### config.mk
export PLATFORM = sky130hd
export DESIGN_NAME = if_fetch_unit
export DESIGN_NICKNAME = d
export VERILOG_FILES = /design/src/rtl/if_fetch_unit_pkg.sv /design/src/rtl/if_fetch_unit_fetch_buf.sv /design/src/rtl/if_fetch_unit.sv
export SDC_FILE = /design/constraint.sdc
export NUM_CORES = 1
export LEC_CHECK = 0
export ABC_AREA = 1
export BUFFER_PORTS_ARGS = -buffer_cell sky130_fd_sc_hd__buf_4
export CORE_ASPECT_RATIO = 1.75
export CORE_MARGIN = 2
export CORE_UTILIZATION = 60
export DETAILED_ROUTE_END_ITERATION = 10
export PLACE_DENSITY = 0.84
export SLEW_MARGIN = 20
export SYNTH_ARGS = -nofsm -noshare
export SYNTH_HDL_FRONTEND = slang
export SYNTH_HIERARCHICAL = 1
export SYNTH_SLANG_ARGS = --single-unit
### constraint.sdc
create_clock -name clk -period 7.2 [get_ports clk]
set_input_delay 1.44 -clock clk [delete_from_list [all_inputs] [get_ports clk]]
set_output_delay 1.44 -clock clk [all_outputs]
set_load 0.01 [all_outputs]
### src/rtl/if_fetch_unit_pkg.sv
// rtl/if_fetch_unit_pkg.sv - shared widths, reset PC, buffer depth and fetch FSM encodings
package if_fetch_unit_pkg;

    localparam int DEF_PC_WIDTH    = 32;
    localparam int DEF_INSTR_WIDTH = 32;
    localparam int DEF_RESET_PC    = 0;
    localparam int BUF_DEPTH       = 2;
    localparam int CNT_WIDTH       = $clog2(BUF_DEPTH + 1);

    typedef enum logic {
        S_IDLE = 1'b0,
        S_RUN  = 1'b1
    } fetch_state_t;

endpackage

### src/rtl/if_fetch_unit_fetch_buf.sv
// rtl/if_fetch_unit_fetch_buf.sv - 2-entry in-order {pc, inst} FIFO with registered head
module fetch_buf
    import if_fetch_unit_pkg::*;
#(
    parameter int WIDTH = 64
) (
    input  logic                 clk,
    input  logic                 rst,
    input  logic                 clear,
    input  logic                 push,
    input  logic [WIDTH-1:0]     din,
    input  logic                 pop,
    output logic [CNT_WIDTH-1:0] count,
    output logic [WIDTH-1:0]     head
);

    logic [WIDTH-1:0] ent0;
    logic [WIDTH-1:0] ent1;

    assign head = ent0;

    // Caller guarantees pop only when non-empty and push only when a slot frees up.
    always_ff @(posedge clk or posedge rst) begin
        if (rst) begin
            ent0  <= '0;
            ent1  <= '0;
            count <= '0;
        end else if (clear) begin
            count <= '0;
        end else begin
            case ({push, pop})
                2'b10: begin
                    if (count == '0) ent0 <= din;
                    else             ent1 <= din;
                    count <= count + 1'b1;
                end
                2'b01: begin
                    ent0  <= ent1;
                    count <= count - 1'b1;
                end
                2'b11: begin
                    if (count == CNT_WIDTH'(BUF_DEPTH)) begin
                        ent0 <= ent1;
                        ent1 <= din;
                    end else begin
                        ent0 <= din;
                    end
                end
                default: ;
            endcase
        end
    end

endmodule

### src/rtl/if_fetch_unit.sv
// rtl/if_fetch_unit.sv - instruction fetch front end; optional IF_ALIGN_CHECK_EN adds misalign_o
module if_fetch_unit
    import if_fetch_unit_pkg::*;
#(
    parameter int                  PC_WIDTH    = DEF_PC_WIDTH,
    parameter int                  INSTR_WIDTH = DEF_INSTR_WIDTH,
    parameter logic [PC_WIDTH-1:0] RESET_PC    = PC_WIDTH'(DEF_RESET_PC),
    parameter int                  PC_STEP     = 4
) (
    input  logic                   clk,
    input  logic                   rst,
    input  logic                   work_ena,
    input  logic                   pc_jump,
    input  logic [PC_WIDTH-1:0]    pc_target,
    output logic                   imem_en,
    output logic [PC_WIDTH-1:0]    imem_addr,
    input  logic [INSTR_WIDTH-1:0] imem_rdata,
    output logic                   valid_o,
    input  logic                   ready_i,
    output logic [PC_WIDTH-1:0]    pc_o,
    output logic [INSTR_WIDTH-1:0] inst_o
`ifdef IF_ALIGN_CHECK_EN
    ,
    output logic                   misalign_o
`endif
);

    fetch_state_t          state;
    logic [PC_WIDTH-1:0]   fetch_pc;
    logic [PC_WIDTH-1:0]   tag;
    logic                  inflight;
    logic                  discard;
    logic [CNT_WIDTH-1:0]  count;
    logic [PC_WIDTH-1:0]   jump_pc;
    logic                  run;
    logic                  jump;
    logic                  flush;
    logic                  pop;
    logic                  push;
    logic                  issue;
    logic [2:0]            occupancy;
    logic [2:0]            limit;

    assign run   = (state == S_RUN) && work_ena;
    assign jump  = run && pc_jump;
    assign flush = ((state == S_RUN) && !work_ena) || jump;

    // A redirect voids any pop and push in its own cycle.
    assign pop   = valid_o && ready_i && !jump;
    assign push  = inflight && !discard && run && !pc_jump;

    assign occupancy = {1'b0, count} + {2'b00, inflight};
    assign limit     = 3'(BUF_DEPTH) + {2'b00, pop};
    assign issue     = run && !pc_jump && (occupancy < limit);

    assign imem_en   = issue;
    assign imem_addr = fetch_pc;
    assign valid_o   = (count != '0);

`ifdef IF_ALIGN_CHECK_EN
    assign jump_pc = pc_target - (pc_target % PC_WIDTH'(PC_STEP));
`else
    assign jump_pc = pc_target;
`endif

    always_ff @(posedge clk or posedge rst) begin
        if (rst) begin
            state    <= S_IDLE;
            fetch_pc <= RESET_PC;
            tag      <= '0;
            inflight <= 1'b0;
            discard  <= 1'b0;
`ifdef IF_ALIGN_CHECK_EN
            misalign_o <= 1'b0;
`endif
        end else begin
            inflight <= issue;
            discard  <= flush && inflight;
            if (issue) tag <= fetch_pc;
`ifdef IF_ALIGN_CHECK_EN
            misalign_o <= jump && ((pc_target % PC_WIDTH'(PC_STEP)) != '0);
`endif
            case (state)
                S_IDLE: begin
                    fetch_pc <= RESET_PC;
                    if (work_ena) state <= S_RUN;
                end
                S_RUN: begin
                    if (!work_ena) begin
                        state    <= S_IDLE;
                        fetch_pc <= RESET_PC;
                    end else if (pc_jump) begin
                        fetch_pc <= jump_pc;
                    end else if (issue) begin
                        fetch_pc <= fetch_pc + PC_WIDTH'(PC_STEP);
                    end
                end
                default: state <= S_IDLE;
            endcase
        end
    end

    fetch_buf #(
        .WIDTH(PC_WIDTH + INSTR_WIDTH)
    ) u_buf (
        .clk  (clk),
        .rst  (rst),
        .clear(flush),
        .push (push),
        .din  ({tag, imem_rdata}),
        .pop  (pop),
        .count(count),
        .head ({pc_o, inst_o})
    );

endmodule
==> results.md <==
* Status: finished clean
* Sum Neg Setup Slack at 0 ps
* Core footprint at 16800 um2
* Post-DP HPWL at 17100 um
* P_leak at 6.62 nW
* DRT Pass-1 Iters at 5
* Sequential share of the synthesized area at approximately half
* Mux cell area share after synthesis at 0%
* Relative slew slack at between 30% and 40%
* Number of diodes at 0
* Place WS at between 2000 and 2500 ps
* Max Freq at 213 MHz
* # rows at 63
* Period utilization at around 65%
* Yosys warns at 6
* RePlAce Congestion at 0.982
* Slowest cell on crit path: clkinv_2
* Nets at 1604
* Worst clock skew at about 16 ps
* Syn Inst Count at roughly 1400
* Slew Limit Fails at 0
* Avg Inst Size Synth at 7.23 um2
* Min Tclk post-route at around 4700 ps
* Fillcell total at 1394
* Xor/xnor share of the synthesized area at less than 1%
* Post-CTS resize count at 0
* Mapped Nets at 1482
* Actual slew at the worst max-slew pin at 1040 ps
* Hold-fix buffers at CTS at 0
* First-pass GRT wire length at roughly 43000 um
* Register clock-pin slew on the reported worst setup and hold paths at 70 ps
* Antenna-violating nets left at 0
* Synthesized cell area at 10200 um2
* Critical-path maximum fanout at 65
* Via count at 9345
* Hold Vio Cnt, Final at 0
* TritonCTS buffer count at 17
* Cell variety after synth at 29
* Clk_lat worst skew at around 430 ps
* WP data arrival at 5000 ps
* P&R area growth vs syn at 17.9%
* Initial antenna violation count at 0
* Vias in the first global route at 9058
* Initial Utilization at 60.7%
* Gr ovfl total at 0
* WP data required at 7510 ps
* Main combinational cell family by area after synthesis: simple AND/OR/NAND/NOR gates
* First DRT Iteration DRCs at 560
* Drt drc at 0
* Max incr delay on CP at 960 ps
* Worst Hold Class: reg2reg
* Adder-Cell Fraction of Synth Area at 0.368%
* PortBufs at 166
* Die area at 18100 um2
* Root Driver: clkbuf_16
* Layout cell share with drive strength beyond 1 at roughly 16%
* Endpoints failing setup at 0
* Simple-Gate Fraction of Synth Area at 38.0%
* Setup bufs post-CTS at 0
* Worst IR Drop VDD at ~0.17 mV
* Crit-path most repeated cell: nand2_1
* WS Path Type: in2reg
* Vias per inst at roughly 5.3
* DR WL/cell at 14.8 um
* Number of synthesized register bits at 197
* DRT Wirelength at 26300 um
* RSZ-0062 raised after global routing: false
* Clock tree sinks at 197
* Worst setup SP type: input pin
* Pwr per Cell Area at 316 nW/um2
* GRT Overall Usage at 30.1%
* Htree depth at 4
* Crit end category: register
* Util after Layout at 71.5%
* Total of max-cap violations at 0
* Post-synth ARST share at 100%
* EDFF count, synth at 0
* Die Ht at about 180 um
* Post-synth top flop: dfrtp_1
* Post-synthesis compound-gate area fraction at under 10%
* Crit path cell chain: buf_4 > nand2_1 > inv_2 > nand2_1 > inv_1 > nor2_1 > inv_2 > nand2_1 > nand2_1 > nor2_4 > buf_4 > clkinv_2 > nand2_1 > nand2_1
* Die Width at 103 um
* Clock buffer depth at 2
* CTS tree: yes
* IO Pins at 167
* Largest net degree at the start of global routing at 76
* Final worst slack at between 2000 and 3000 ps
## synth_stat cells (all sizes together) (3+ instances only)
master	instances	area, um2
nand3b	6	45.0
nand4	4	25.0
nor2	50	243
buf	65	395
a21oi	4	20.0
nand3	255	1290
nand2	595	2260
clkbuf	8	30.0
dfrtp	197	4930
o21ai	34	170
ha	3	37.5
a22o	3	26.3
inv	179	672
## worst paths after layout
check | slack, ps | cells after the start | to | start
worst max-delay path | 2510 | 14 | u_buf/head[34]$_DFFE_PP0P_ | work_ena
worst min-delay path | 470 | 2 | u_buf/ent1[32]$_DFFE_PP0P_ | u_buf/ent1[32]$_DFFE_PP0P_
worst max register to register | 3240 | 13 | u_buf/head[34]$_DFFE_PP0P_ | state$_DFF_PP0_
worst min register to register | 470 | 2 | u_buf/ent1[32]$_DFFE_PP0P_ | u_buf/ent1[32]$_DFFE_PP0P_
max in group asynchronous | 4660 | 3 | u_buf/head[42]$_DFFE_PP0P_ | rst
min in group asynchronous | 1130 | 2 | u_buf/head[1]$_DFFE_PP0P_ | rst
## state kept, by name, indices dropped and copies added, names as in the netlist
register / cells
u_buf/ent1: 64
u_buf/head: 64
imem_addr: 32
tag: 32
u_buf/count: 2
discard: 1
inflight: 1
state: 1
## layout make-up
type                    count  area (um2)  area share [%]
well taps                 227         284            2.37
clock inverters            12         179            1.49
multi-input cells         960        4180            34.8
inverters                 180         679            5.66
clock buffers              18         439            3.66
flip-flops and latches    197        4930            41.1
repair buffers            176        1320            11.0
## per-stage QoR
stage / power [mW] / instance area (um2) / instances / hold slack (ps)
final: 3.80 / 12000 / 1770 / 470
after global routing: 4.04 / 12000 / 1770 / 496
after CTS: 3.81 / 12000 / 1770 / 475
after detailed placement: 2.80 / 11400 / 1740 / 458
after global placement: 2.76 / 11400 / 1740 / 453
after floorplan: 2.30 / 10200 / 1410 / 442
## report_power, final
| part | total (mW) | switching (mW) | internal, mW |
|---|---|---|---|
| registers | 1.57 | 0.195 | 1.38 |
| logic | 1.22 | 0.718 | 0.500 |
| clock network | 1.01 | 0.417 | 0.589 |
## cell families after synthesis
logic type / Yosys count
adder cells (fa/ha/maj): 3
flip-flops: 197
AO/OA/AOI/OAI: 43
XOR/XNOR: 2
AND/OR/NAND/NOR: 912
buffers and inverters: 253
## worst max-delay path, delay by kind of cell
| family | cells | cell delay [ps] |
|---|---|---|
| buffers and inverters | 6 | 2210 |
| and+or+nand+nor | 8 | 1320 |
## routing by layer
layer | wire, um | global-route usage [%]
met4 | 1160 | 15.6
met5 | 0 | 0
met2 | 13600 | 51.7
met1 | 10100 | 36.3
met3 | 1400 | 3.68
## cell usage in the layout, fill, tap and decap left out, types with 2 or more instances in the layout
cell type / instances
clkinvlp_4: 3
buf_4: 176
a22o_1: 3
inv_1: 168
nor2_2: 6
nand3_2: 2
nand4_1: 4
inv_2: 10
nor2_1: 38
nand2_2: 9
o21ai_0: 11
clkbuf_16: 17
nand2_1: 585
nor3_1: 2
ha_1: 3
nor2_4: 6
o21ai_1: 23
nand3b_1: 6
nand3_1: 252
clkinv_2: 3
a21oi_1: 4
dfrtp_1: 197
o31ai_1: 2
bufinv_16: 4
inv_6: 2
No activity file was read; power rests on OpenSTA's default activity.
